[src/rtl/matmul_seq_pkg.sv]
// Shared types and helpers for the systolic-array control sequencer.
package matmul_seq_pkg;

   typedef enum logic [2:0] {
      IDLE,
      LOAD_WT,
      STREAM,
      DRAIN,
      DONE
   } seq_state_t;

   // Bit offset of a lane's element inside a flattened row bus.
   function automatic int lane_lsb(input int lane, input int width);
      return lane * width;
   endfunction

endpackage

[src/rtl/iact_skew_buffer.sv]
// Diagonal skew for activation lanes: lane r is delayed by r cycles, data and valid together.
module iact_skew_buffer
   import matmul_seq_pkg::*;
#(
   parameter int ROWS      = 4,
   parameter int WORD_SIZE = 16
) (
   input  logic                      clk,
   input  logic                      resetn,
   input  logic                      in_valid,
   input  logic [ROWS*WORD_SIZE-1:0] in_data,
   output logic [ROWS-1:0]           out_valid,
   output logic [ROWS*WORD_SIZE-1:0] out_data
);

   for (genvar r = 0; r < ROWS; r++) begin : g_lane
      localparam int LSB = lane_lsb(r, WORD_SIZE);
      logic [WORD_SIZE-1:0] lane_in;

      // Gate data at the input so idle lanes always present zero.
      assign lane_in = in_valid ? in_data[LSB +: WORD_SIZE] : '0;

      if (r == 0) begin : g_pass
         assign out_valid[r]                 = in_valid;
         assign out_data[LSB +: WORD_SIZE]   = lane_in;
      end else begin : g_dly
         logic [r-1:0]                vld_pipe;
         logic [r-1:0][WORD_SIZE-1:0] dat_pipe;

         always_ff @(posedge clk or negedge resetn) begin
            if (!resetn) begin
               vld_pipe <= '0;
               dat_pipe <= '0;
            end else begin
               vld_pipe[0] <= in_valid;
               dat_pipe[0] <= lane_in;
               for (int i = 1; i < r; i++) begin
                  vld_pipe[i] <= vld_pipe[i-1];
                  dat_pipe[i] <= dat_pipe[i-1];
               end
            end
         end

         assign out_valid[r]               = vld_pipe[r-1];
         assign out_data[LSB +: WORD_SIZE] = dat_pipe[r-1];
      end
   end

endmodule

[src/rtl/matmul_sequencer.sv]
// Weight-stationary systolic array sequencer: load weights, stream skewed activations,
// capture result rows into the oact BRAM, then report done/error.
module matmul_sequencer
   import matmul_seq_pkg::*;
#(
   parameter int ROWS             = 4,
   parameter int WORD_SIZE        = 16,
   parameter int INPUT_ADDR_WIDTH = 2,
   parameter int DRAIN_TIMEOUT    = 16
) (
   input  logic                        clk,
   input  logic                        resetn,
   input  logic                        start_matmul,
   output logic                        busy,
   output logic                        done,
   output logic                        error,
   output logic                        wt_we,
   output logic [INPUT_ADDR_WIDTH-1:0] wt_addr,
   input  logic [ROWS*WORD_SIZE-1:0]   wt_dout,
   output logic                        iact_we,
   output logic [INPUT_ADDR_WIDTH-1:0] iact_addr,
   input  logic [ROWS*WORD_SIZE-1:0]   iact_dout,
   output logic                        oact_we,
   output logic [INPUT_ADDR_WIDTH-1:0] oact_addr,
   output logic [ROWS*WORD_SIZE-1:0]   oact_din,
   output logic                        sa_wt_load,
   output logic [INPUT_ADDR_WIDTH-1:0] sa_wt_row,
   output logic [ROWS*WORD_SIZE-1:0]   sa_wt_data,
   output logic [ROWS-1:0]             sa_iact_valid,
   output logic [ROWS*WORD_SIZE-1:0]   sa_iact_data,
   input  logic                        sa_out_valid,
   input  logic [ROWS*WORD_SIZE-1:0]   sa_out_data
);

   localparam int AW  = INPUT_ADDR_WIDTH;
   localparam int DW  = ROWS * WORD_SIZE;
   localparam int CW  = $clog2(2 * ROWS) + 1;
   localparam int OCW = $clog2(ROWS + 1);
   localparam int IW  = $clog2(DRAIN_TIMEOUT + 1);

   seq_state_t      state, nxt;
   logic [CW-1:0]   cyc;
   logic [OCW-1:0]  out_cnt;
   logic [IW-1:0]   idle_cnt;
   logic            err_q, set_err, accept, timeout, start_ok, stream_vld;
   logic            cap_vld;
   logic [AW-1:0]   cap_addr;
   logic [DW-1:0]   cap_data;

   assign start_ok = (state == IDLE) && start_matmul;
   assign accept   = sa_out_valid && ((state == STREAM) || (state == DRAIN))
                     && (out_cnt < OCW'(ROWS));
   assign timeout  = !sa_out_valid && (idle_cnt == IW'(DRAIN_TIMEOUT - 1));

   always_comb begin
      nxt     = state;
      set_err = 1'b0;
      case (state)
         IDLE:    if (start_matmul) nxt = LOAD_WT;
         LOAD_WT: if (cyc == CW'(ROWS)) nxt = STREAM;
         STREAM:  if (cyc == CW'(2 * ROWS - 1)) nxt = DRAIN;
         DRAIN: begin
            if (out_cnt == OCW'(ROWS)) begin
               nxt = DONE;
            end else if (timeout) begin
               nxt     = DONE;
               set_err = 1'b1;
            end
         end
         DONE:    nxt = IDLE;
         default: nxt = IDLE;
      endcase
   end

   always_ff @(posedge clk or negedge resetn) begin
      if (!resetn) begin
         state    <= IDLE;
         cyc      <= '0;
         out_cnt  <= '0;
         idle_cnt <= '0;
         err_q    <= 1'b0;
         cap_vld  <= 1'b0;
         cap_addr <= '0;
         cap_data <= '0;
      end else begin
         state <= nxt;
         // Phase counter restarts on every state change.
         if ((nxt != state) || !((state == LOAD_WT) || (state == STREAM)))
            cyc <= '0;
         else
            cyc <= cyc + CW'(1);

         if (start_ok)    out_cnt <= '0;
         else if (accept) out_cnt <= out_cnt + OCW'(1);

         if (state != DRAIN)    idle_cnt <= '0;
         else if (sa_out_valid) idle_cnt <= '0;
         else                   idle_cnt <= idle_cnt + IW'(1);

         if (start_ok)     err_q <= 1'b0;
         else if (set_err) err_q <= 1'b1;

         cap_vld <= accept;
         if (accept) begin
            cap_addr <= AW'(out_cnt);
            cap_data <= sa_out_data;
         end
      end
   end

   assign busy    = (state != IDLE);
   assign done    = (state == DONE);
   assign error   = err_q;
   assign wt_we   = 1'b0;
   assign iact_we = 1'b0;

   // BRAM read data lags the address by one cycle, so row k lands in phase cycle k+1.
   assign wt_addr    = ((state == LOAD_WT) && (cyc < CW'(ROWS))) ? AW'(cyc) : '0;
   assign sa_wt_load = (state == LOAD_WT) && (cyc != '0);
   assign sa_wt_row  = sa_wt_load ? AW'(cyc - CW'(1)) : '0;
   assign sa_wt_data = sa_wt_load ? wt_dout : '0;

   assign iact_addr  = ((state == STREAM) && (cyc < CW'(ROWS))) ? AW'(cyc) : '0;
   assign stream_vld = (state == STREAM) && (cyc != '0) && (cyc <= CW'(ROWS));

   assign oact_we   = cap_vld;
   assign oact_addr = cap_vld ? cap_addr : '0;
   assign oact_din  = cap_vld ? cap_data : '0;

   iact_skew_buffer #(
      .ROWS      (ROWS),
      .WORD_SIZE (WORD_SIZE)
   ) u_skew (
      .clk       (clk),
      .resetn    (resetn),
      .in_valid  (stream_vld),
      .in_data   (iact_dout),
      .out_valid (sa_iact_valid),
      .out_data  (sa_iact_data)
   );

endmodule

[config.mk]
export PLATFORM = sky130hd
export DESIGN_NAME = matmul_sequencer
export DESIGN_NICKNAME = d
export VERILOG_FILES = /design/src/rtl/matmul_seq_pkg.sv /design/src/rtl/iact_skew_buffer.sv /design/src/rtl/matmul_sequencer.sv
export SDC_FILE = /design/constraint.sdc
export NUM_CORES = 1
export LEC_CHECK = 0
export ABC_CLOCK_PERIOD_IN_PS = 2450
export BUFFER_PORTS_ARGS = -buffer_cell sky130_fd_sc_hd__buf_2
export CELL_PAD_IN_SITES_DETAIL_PLACEMENT = 1
export CELL_PAD_IN_SITES_GLOBAL_PLACEMENT = 1
export CORE_AREA = 5 5 157 159
export CTS_BUF_LIST = sky130_fd_sc_hd__clkbuf_4 sky130_fd_sc_hd__clkbuf_8
export CTS_CLUSTER_SIZE = 40
export DETAILED_ROUTE_END_ITERATION = 10
export DIE_AREA = 0 0 162 164
export HOLD_SLACK_MARGIN = 0.06
export PLACE_DENSITY = 0.78
export SETUP_SLACK_MARGIN = 0.02
export SLEW_MARGIN = 30
export SYNTH_ARGS = -nofsm -noshare
export SYNTH_HDL_FRONTEND = slang
export SYNTH_SLANG_ARGS = --single-unit
[constraint.sdc]
create_clock -name clk -period 2.45 [get_ports clk]
set_input_delay 0.3675 -clock clk [delete_from_list [all_inputs] [get_ports clk]]
set_output_delay 0.3675 -clock clk [all_outputs]
set_load 0.05 [all_outputs]
Yosys cells after proc, flatten, opt, wreduce, memory -nomap -nowiden
Index checks and enable logic that the tools add are counted.
- bits in registers: 185
- bits of input ports: 196
- logic and storage cells: 79
- reductions and logical operators: 19
- add/subtract/negate cells: 4
- eq/ne operators: 10
- $lt $le $gt $ge: 3
- muxes and demuxes: 26
- operators with widths (kind ; count):
    2-to-1 mux 64 bit ; 2
    2-to-1 mux 16 bit ; 4
    2-to-1 mux 3 bit ; 7
    one-hot mux 3 bit (4 select lines) ; 1
    2-to-1 mux 5 bit ; 2
    logical AND 1 bit ; 9
    == test 4 x 3 -> 1 bit (second input constant) ; 2
    2-to-1 mux 2 bit ; 4
    == test 3 x 2 -> 1 bit (second input constant) ; 2
    == test 3 bit (second input constant) ; 2
    adder 5 x 1 -> 5 bit (second input constant) ; 1
    == test 5 x 4 -> 1 bit (second input constant) ; 1
    2-to-1 mux 1 bit ; 5
    adder 4 x 1 -> 4 bit (second input constant) ; 1
    <= comparator 4 x 3 -> 1 bit (second input constant) ; 1
    < comparator 4 x 3 -> 1 bit (second input constant) ; 1
    2-to-1 mux 4 bit ; 1
    nonzero test 2 bit ; 2
    nonzero test 4 bit ; 1
    adder 3 x 1 -> 3 bit (second input constant) ; 1
    == test 3 x 1 -> 1 bit (second input constant) ; 1
    zero test 3 bit ; 1
    logical OR 1 bit ; 3
    < comparator 3 bit (second input constant) ; 1
    5 further kinds ; 6

Depth between registers and ports, before layout
Gate-level depths: netlist of the first run.
- depth after elaboration: 8
- mapped depth: 7
- gate-level depth less buffers: 6

Modules after synthesis
Synthesis of the first run repeated with hierarchy kept, for this count alone.
- cells, all modules: 580
- area, all modules: 7508.5 um^2
- modules (own cells, without submodules) (module ; area an instance (um^2) ; cells each ; sequential area each (um^2) ; instances):
    matmul_sequencer ; 4265.3 ; 377 ; 2077.0 ; 1
    iact_skew_buffer ; 3243.1 ; 203 ; 2477.4 ; 1

Least setup slack after synthesis of the first run
No wires, ideal clock.
- kind: register -> output
- start: register state[1]
- end: output port sa_wt_row[1]
- buffers on the path: 2
- arrival: 1.837 ns
- setup slack: 0.246 ns
- required time: 2.082 ns
- stages on the path, launching flop included: 6
- cell sequence: dfrtp_1 -> buf_2 -> nor3b_4 -> a21boi_2 -> buf_4 -> nor2b_1
- cells in the longest elaborated chain, start to end: 3
- ends and longest elaborated chain (what ; RTL line ; RTL):
    start, declared ; matmul_sequencer.sv:41 ; seq_state_t state, nxt;
    start signal, assigned ; matmul_sequencer.sv:86 ; state <= nxt;
    == test 3 x 1 -> 1 bit ; matmul_sequencer.sv:119 ; assign sa_wt_load = (state == LOAD_WT) && (cyc != '0);
    logical AND 1 bit ; matmul_sequencer.sv:119 ;
    2-to-1 mux 2 bit ; matmul_sequencer.sv:120 ; assign sa_wt_row = sa_wt_load ? AW'(cyc - CW'(1)) : '0;
    end, declared ; matmul_sequencer.sv:27 ; output logic [INPUT_ADDR_WIDTH-1:0] sa_wt_row,
No other way between the ends.

Worst setup path after layout of the first run
- start: register state[2]
- end: output port sa_wt_data[48]
- cells in the longest elaborated chain, start to end: 3
- ends and longest elaborated chain (what ; RTL line ; RTL):
    == test 3 x 1 -> 1 bit ; matmul_sequencer.sv:119 ;
    logical AND 1 bit ; matmul_sequencer.sv:119 ;
    2-to-1 mux 64 bit ; matmul_sequencer.sv:121 ; assign sa_wt_data = sa_wt_load ? wt_dout : '0;
    end, declared ; matmul_sequencer.sv:28 ; output logic [ROWS*WORD_SIZE-1:0] sa_wt_data,
No other way between the ends.

==> results of run 1 <==
-- per-stage QoR --
stage                     total power [uW]  hold WS (ps)  instance area [um2]  setup TNS (ps)  utilization (%)
after floorplan                       9260          71.9                 7490               0                -
after global placement               10500           331                 9610               0             41.6
after detailed placement             10700           336                 9610               0             41.6
after CTS                            13300          62.8                10400           -3080             45.0
after global routing                 14900          63.6                11200           -3930             48.4
final                                14200           109                11200               0             48.4
-- layout by cell type, fill, tap and decap left out, types with 10 or more instances in the layout --
cell	instances
buf_2	320
clkbuf_8	17
buf_8	46
mux2_2	59
dfrtp_1	180
nor2_1	10
buf_6	42
diode_2	10
and2_4	53
buf_4	17
and2_1	143
-- worst reg2reg max path: cells and delay by family (launching register included) --
| kind | cells | cell delay, ps |
|---|---|---|
| buffers and inverters | 5 | 940 |
| AND/OR/NAND/NOR | 3 | 680 |
| flip-flops | 1 | 470 |
-- worst max-delay path by stage --
stage | slack [ps] | startpoint | end | cells after the start
2_1_floorplan | 250 | state[1]$_DFF_PN0_ | sa_wt_row[1] | 5
3_3_place_gp | 370 | cyc[0]$_DFF_PN0_ | sa_iact_data[2] | 7
3_5_place_dp | 270 | cyc[0]$_DFF_PN0_ | sa_iact_data[2] | 7
4_1_cts | -80 | cyc[1]$_DFF_PN0_ | sa_iact_data[2] | 7
5_1_grt | -110 | state[0]$_DFF_PN0_ | iact_addr[1] | 4
6_report | 7 | state[2]$_DFF_PN0_ | sa_wt_data[48] | 6
-- registers in the layout, summed over array words and instances (netlist names) --
| register | flops |
|---|---|
| u_skew.out_data | 32 |
| out_cnt | 3 |
| cyc | 4 |
| u_skew.g_lane.g_dly.dat_pipe | 64 |
| idle_cnt | 5 |
| cap_addr | 2 |
| state | 3 |
| oact_we | 1 |
| cap_data | 64 |
| error | 1 |
| u_skew.g_lane.g_dly.vld_pipe | 3 |
-- layer usage --
metal / track usage (%) / vias to the layer above / share of wire [%]
met5: 0 / - / 0.082
met4: 7.15 / 4 / 1.8
met3: 6.60 / 29 / 9.4
met2: 31.2 / 284 / 54
met1: 19.3 / 2888 / 34
li1: - / 2604 / -
-- cell type report --
type,count,area [um2],area share (%)
sequential,182,4560,40.7
timing repair buffer,438,3170,28.3
multi-input combinational,326,2640,23.6
tap,290,363,3.24
clock buffer,18,241,2.16
clock inverter,14,158,1.41
inverter,9,33.8,0.302
antenna,10,25.0,0.224
-- cell families (layout without fill, tap and decap cells) --
family | count (synthesis) | count (layout)
multiplexers | 67 | 67
XOR/XNOR | 6 | 6
AND/OR/NAND/NOR | 234 | 234
AO/OA/AOI/OAI | 11 | 11
other | 1 | 12
adder cells (fa/ha/maj) | 6 | 6
buffers and inverters | 77 | 479
flip-flops | 182 | 182
-- timing repair --
item,CTS,global route
endpoints found under the setup margin,84,86
buffers inserted,5,8
cloned,2,5
endpoints found under the hold margin,50,1
resized for setup,104,177
hold buffers,1,1
pin swaps,2,25
-- where the power goes --
part | switching, uW | internal [uW]
registers | 404 | 3910
clock network | 1190 | 868
logic | 4790 | 3010
==> metrics.cfg, run 1 <==
[floorplan]
die_y_um = 164
start_util_pct = 32.4
num_rows = 56
fp.dieW_um = 162
core-area_um2 = 23100
io_pins = 407
die_area_um2 = 26600

[grt]
antenna_found_initial = 15
grt_pass1_vias = 6361
grt_max_degree = 55
grt_usage_pct = 17.7
grt_pass1_wl_um = 35900
gr-total-overflow = 0

[worst_setup_path]
worst-endpoint-required_ps = 2080
startpoint_type = register
reg2reg_depth = 8
cp_num_buf_inv = 3
crit_type = register to primary output
cp_max_fo = 17
r2r_slack_ps = 290
critPathCaptureType = primary output
r2r_start = state[2]$_DFF_PN0_
cp_slowest_cell = dfrtp_2
r2r_end = u_skew.g_lane[2].g_dly.dat_pipe[1]$_DFF_PN0_
arrival_ps = 2080
cp_slowest_stage_delay_ps = 470
crit_chain = nor3b_4 > a21boi_4 > buf_6 > buf_16 > and2_1 > buf_6
path_common_cell = buf_6
crit_family = buffers and inverters

[drt]
drc = 0
first_iter_violations = 255
drt.antenna.violating_nets = 0
post_drt_wl_per_cell_um = 20.7
num_vias = 5809
drt_wl_total_um = 26700
firstDrtPassIters = 4
vias_per_cell = 4.51

[timing]
finalSetupViolations = 0
finalCriticalPeriod_ps = 2440
rsz0062_at_grt = yes
relSlewSlack_pct = 63.7
period_share_pct = 99.7
drv_slew = 0
hold_viol_final = 0
clock_skew_ps = 22.0
tightest_slew_ps = 545
max_freq_ghz = 0.409
worst_slack_ps = 7.42

[synth]
synthMuxAreaShare_pct = 10.4
yosysWarnings = 0
synth_top_cell_area_share_pct = 60.8
synth.area.top_cells = dfrtp_1 (61%), and2_1 (16%), mux2_2 (8.9%), buf_4 (4.1%), mux2_4 (1.4%)
async_flop_share_pct = 100
synth_top_family_by_area = simple AND/OR/NAND/NOR gates
post-synth-top-area-cell = dfrtp_1
synth_common_cells = and2_1 (196), dfrtp_1 (182), mux2_2 (59), buf_4 (41), nor2_1 (11)
synthXorXnorAreaFrac_pct = 0.702
yosys.area_share.simple_pct = 19.4
yosysMostFrequentCell = and2_1
synth_ff_type = dfrtp_1
synth_adder_area_share_pct = 1.00
synthDistinctLibCells = 37
syn_avg_cell_area_um2 = 12.8
yosysSeqAreaShare_pct = 60.8
synth-edff-count = 0
ys_ff_latch = 182
synth-compound-area-share_pct = 1.14
synthCells = 584
synth_area_um2 = 7490

[hold_path]
min_from = iact_dout[34]
min_path_cells = 2
min_to = u_skew.g_lane[2].g_dly.dat_pipe[2]$_DFF_PN0_
min_path_type = input pin to register

[place]
place.gp.congestion = 0.822
io_buffers = 404
dpl_worst_slack_ps = 267
dp.cells = 1223
dpl.hpwl_um = 18300

[layout]
final_nets = 1176
fin_cells = 1287
fillCellCount = 2550
area_growth_pct = 49.3
drive_above_1_share_pct = 60.8

[clocking]
htreeDepth = 4
root_buffer = clkbuf_8
cts_tree = built
clkLatencyLatePin_ps = 460
cts.path.max_buffers = 2
cts-buffers-inserted = 17
clkSinkCount = 182
clk_pin_slew_ps = 110

[status]
status = complete, no violations

[power]
ir_drop_uv = 737
powerDensity_nw_per_um2 = 1270
leakagePower_uw = 0.00595

[job]
max_cap_viol_count = 0

(Power assumes the default switching activity.)
==> inputs of run 2 (changes only) <==
Settings changed: ABC_CLOCK_PERIOD_IN_PS 2450 to 2200, CORE_AREA 5 5 157 159 to not set, CORE_MARGIN set to 5, CORE_UTILIZATION set to 31, DIE_AREA 0 0 162 164 to not set, SYNTH_HIERARCHICAL set to 1.
Clock period 2.45 ns to 2.2 ns, I/O delays scaled along.
==> metrics.cfg, run 2 <==
[layout]
fillCellCount = 2547
regArea_um2 = 4560
final_common_cell = buf_2
drive_above_1_share_pct = 66.6
area_growth_pct = 63.4
multi_input_area_um2 = 2730
final_nets = 1235
layout_common_cells = buf_2 (315), dfrtp_1 (180), and2_4 (81)

[clocking]
htreeDepth = 4
root_buffer = clkbuf_8
cts_tree = built
clk_pin_slew_ps = 110
clkLatencyLatePin_ps = 450
clkSinkCount = 182
cts-buffers-inserted = 17
cts.path.max_buffers = 2

[grt]
gr-total-overflow = 0
grt_max_degree = 66
grt_usage_pct = 20.0
grt_pass1_vias = 6938
antenna_found_initial = 4
grt_pass1_wl_um = 42600

[timing]
hold_viol_final = 0
hold-worst-slack_ps = 108
rsz0062_at_grt = yes
period_share_pct = 115
drv_slew = 0
relSlewSlack_pct = 61.4
finalCriticalPeriod_ps = 2520
setup_tns_ps = -24000
worst_slack_ps = -323
clock_skew_ps = 24.1
tightest_slew_ps = 579
max_freq_ghz = 0.396
finalSetupViolations = 85

[floorplan]
die_y_um = 166
fp.dieW_um = 166
die_area_um2 = 27400
io_pins = 407
num_rows = 57
core-area_um2 = 24100
start_util_pct = 31.1

[synth]
async_flop_share_pct = 100
synth-edff-count = 0
synth_common_cells = dfrtp_1 (182), and2_1 (131), mux2_2 (66), and2_2 (64), buf_4 (38)
synth_top_cell_area_share_pct = 60.7
yosysMostFrequentCell = dfrtp_1
yosysSeqAreaShare_pct = 60.7
synth_top_family_by_area = simple AND/OR/NAND/NOR gates
synthDistinctLibCells = 38
synth_area_um2 = 7510
synth_adder_area_share_pct = 1.00
synth_ff_type = dfrtp_1
synthMuxAreaShare_pct = 10.0
post-synth-top-area-cell = dfrtp_1
synth.area.top_cells = dfrtp_1 (61%), and2_1 (11%), mux2_2 (9.9%), and2_2 (6.4%), buf_4 (3.8%)
yosysWarnings = 6
syn_avg_cell_area_um2 = 12.9
synthCells = 580
yosys.area_share.simple_pct = 20.3
synth-compound-area-share_pct = 0.817
ys_ff_latch = 182
synthXorXnorAreaFrac_pct = 0.700

[power]
leakagePower_uw = 0.00639
powerDensity_nw_per_um2 = 1420
ir_drop_uv = 1010
power_uw = 17400

[hold_path]
min_to = cap_data[3]$_DFFE_PN0P_
min_from = sa_out_data[3]
min_path_cells = 2
min_path_type = input pin to register

[drt]
drt_wl_total_um = 29000
wl_met2_um = 15100
drc = 0
vias_per_cell = 4.47
drt.antenna.violating_nets = 0
m1WireLength_um = 11000
num_vias = 6137
top_layer = met5
firstDrtPassIters = 7
post_drt_wl_per_cell_um = 21.2
first_iter_violations = 205
wl_met3_um = 2050

[worst_setup_path]
worst-endpoint-required_ps = 1870
cp_num_buf_inv = 4
crit_chain = or3b_4 > a21oi_4 > buf_6 > buf_12 > buf_12 > and2_4 > buf_12
cp_max_fo = 8
cp_slowest_stage_delay_ps = 430
arrival_ps = 2190
r2r_start = state[2]$_DFF_PN0_
crit_type = register to primary output
crit_family = simple AND/OR/NAND/NOR gates
startpoint_type = register
critPathCaptureType = primary output
path_common_cell = buf_12
cp_slowest_cell = dfrtp_2
reg2reg_depth = 10
r2r_slack_ps = 160
cp-startpoint = state[2]$_DFF_PN0_
r2r_end = u_skew/g_lane[2].g_dly.dat_pipe[2]$_DFF_PN0_

[place]
dpl.hpwl_um = 17100
place.gp.congestion = 0.854
io_buffers = 404
dpl_worst_slack_ps = 108

[status]
status = complete, but fails checks
violations = setup timing

[job]
max_cap_viol_count = 0

run 2: repair_timing:
item	4_1_cts	5_1_grt
resized for setup	324	43
hold buffers	29	17
hold endpoints to repair	82	17
setup buffers	17	7
cloned	10	2
endpoints found under the setup margin	88	134
pin swaps	18	51
run 2: cells by family (layout without fill, tap and decap cells):
family | Yosys count | after routing
muxes | 67 | 67
adders and majority gates | 6 | 6
AOI/OAI and AO/OA | 9 | 9
buffers and inverters | 75 | 540
other | 1 | 4
and+or+nand+nor | 234 | 234
xor gates and xnor gates | 6 | 6
DFF | 182 | 182
run 2: metal layers:
metal | up-vias | global-route usage [%]
li1 | 2710 | -
met1 | 3095 | 23.1
met2 | 270 | 35.0
met3 | 58 | 7.03
met4 | 4 | 5.63
met5 | - | 0
run 2: worst max path at each step:
| stage | end | slack (ps) | cells after the start |
|---|---|---|---|
| 5_1_grt | sa_iact_data[13] | -430 | 9 |
| 3_5_place_dp | sa_iact_data[0] | 110 | 7 |
| 2_1_floorplan | sa_wt_data[54] | 50 | 5 |
| 4_1_cts | sa_iact_data[0] | -350 | 9 |
| 6_report | sa_wt_data[23] | -320 | 7 |
| 3_3_place_gp | sa_iact_data[0] | 160 | 7 |
run 2: final cells by class:
class | count | area share [%]
Tap cell | 324 | 3.30
Timing Repair Buffer | 500 | 34.0
Inverter | 8 | 0.245
Multi-Input combinational cell | 324 | 22.2
Antenna cell | 2 | 0.0408
Clock inverter | 14 | 1.12
Clock buffer | 18 | 1.97
Sequential cell | 182 | 37.1
run 2: report_power, final:
part | internal (uW) | total, uW | switching, uW
sequential | 4310 | 4750 | 444
combinational | 4500 | 10500 | 5970
clock | 850 | 2190 | 1340
total | 9660 | 17400 | 7750
run 2: per-stage QoR:
step           cell area (um2)  instances  utilization [%]
2_1_floorplan             7530        581                -
3_3_place_gp              9850       1261             40.8
3_5_place_dp              9850       1261             40.8
4_1_cts                  11900       1348             49.5
5_1_grt                  12300       1372             50.9
6_report                 12300       1372             50.9
==> inputs of run 3 (changes only) <==
Settings changed: ABC_CLOCK_PERIOD_IN_PS 2200 to 2490, CORE_UTILIZATION 31 to 35, PLACE_DENSITY 0.78 to 0.83.
Clock period 2.2 ns to 2.49 ns, I/O delays scaled along.
==> metrics.cfg, run 3 (synthesized netlist as in run 2, its figures left out) <==
[status]
status = complete, but fails checks
violations = setup timing

[layout]
area_growth_pct = 50.5
fillCellCount = 2266
layout_common_cells = buf_2 (319), dfrtp_1 (181), and2_1 (82)
multi_input_area_um2 = 2690
final_common_cell = buf_2
drive_above_1_share_pct = 67.6
regArea_um2 = 4560
diodes = 0
final_util_pct = 53.6
stdcell_area_um2 = 11300
final_nets = 1173

[timing]
period_share_pct = 102
worst_slack_ps = -54.2
clock_skew_ps = 26.0
relSlewSlack_pct = 64.1
finalSetupViolations = 40
finalCriticalPeriod_ps = 2540
max_freq_ghz = 0.393
setup_tns_ps = -871
rsz0062_at_grt = yes
drv_slew = 0
tightest_slew_ps = 538
hold_viol_final = 0

[hold_path]
min_from = iact_dout[18]
min_path_cells = 2
min_to = u_skew/g_lane[1].g_dly.dat_pipe[2]$_DFF_PN0_
min_path_type = input pin to register

[power]
leakagePower_uw = 0.00601
power_uw = 14500
powerDensity_nw_per_um2 = 1280
ir_drop_uv = 865

[worst_setup_path]
r2r_end = cap_data[63]$_DFFE_PN0P_
cp_max_fo = 17
critPathCaptureType = primary output
reg2reg_depth = 5
arrival_ps = 2170
worst-endpoint-required_ps = 2120
r2r_slack_ps = 350
r2r_start = state[2]$_DFF_PN0_
startpoint_type = register
crit_type = register to primary output

[place]
dpl.hpwl_um = 16900
io_buffers = 404
dpl_worst_slack_ps = 302
detailed_place.area_um2 = 9660
place.gp.congestion = 0.816

[drt]
first_iter_violations = 203
num_vias = 5810
post_drt_wl_per_cell_um = 21.4
drt.antenna.violating_nets = 0
drc = 0
drt_wl_total_um = 26900
vias_per_cell = 4.61
firstDrtPassIters = 4

[clocking]
clkLatencyLatePin_ps = 440
root_buffer = clkbuf_8
cts.path.max_buffers = 2
clkSinkCount = 182
clk_pin_slew_ps = 110
htreeDepth = 4
cts_tree = built
cts-buffers-inserted = 17

[floorplan]
num_rows = 53
core-area_um2 = 21100
io_pins = 407
fp.dieW_um = 156
start_util_pct = 35.6
die_area_um2 = 24500
die_y_um = 156

[grt]
grt_usage_pct = 19.8
gr-total-overflow = 0
grt_max_degree = 68
grt_pass1_vias = 6378
grt_pass1_wl_um = 37200
antenna_found_initial = 1

[job]
max_cap_viol_count = 0

run 3: timing repair:
action,4_1_cts,5_1_grt
endpoints found under the hold margin,43,0
resized for setup,165,142
cloned,4,4
endpoints found under the setup margin,84,85
setup buffers,12,2
hold buffers,1,0
pin swaps,1,21
run 3: report_power, final:
part,internal [uW],switching (uW)
registers,3810,377
clock network,789,1220
logic,3280,5010
total,7880,6610
run 3: worst max-delay path: stages, from the launching register on:
cell	delay [ps]
dfrtp_1	420
or3b_4	430
a21oi_4	210
buf_12	180
buf_16	160
and2_4	170
buf_8	150
run 3: area by class of cell:
cell class / count / share of cell area [%]
clock buffers: 18 / 2.19
clock inverters: 14 / 1.36
inverters: 8 / 0.288
multi-input cells: 324 / 23.8
flip-flops and latches: 182 / 40.3
well taps: 275 / 3.05
repair buffers: 438 / 29.0
run 3: metal layers:
| metal | part of all wire [%] | vias to the layer above | track usage (%) |
|---|---|---|---|
| met1 | 37 | 2927 | 23.6 |
| li1 | - | 2584 | - |
| met4 | 2.3 | 2 | 6.32 |
| met3 | 8.1 | 44 | 6.55 |
| met5 | 0.048 | - | 0 |
| met2 | 53 | 253 | 33.9 |
run 3: worst max path at each step:
stage | start | endpoint | slack [ps]
4_1_cts | cyc[0]$_DFF_PN0_ | sa_iact_data[13] | -90
3_5_place_dp | cyc[0]$_DFF_PN0_ | sa_iact_data[0] | 300
3_3_place_gp | cyc[0]$_DFF_PN0_ | sa_iact_data[0] | 360
6_report | state[1]$_DFF_PN0_ | sa_wt_data[43] | -50
2_1_floorplan | state[1]$_DFF_PN0_ | sa_wt_row[1] | 200
5_1_grt | state[1]$_DFF_PN0_ | sa_wt_data[43] | -120
run 3: through the flow:
stage                     hold WS (ps)  std cells
after floorplan                   77.9        581
after global placement             331       1206
after detailed placement           336       1206
after CTS                          101       1255
after global routing              98.0       1259
final                              147       1259
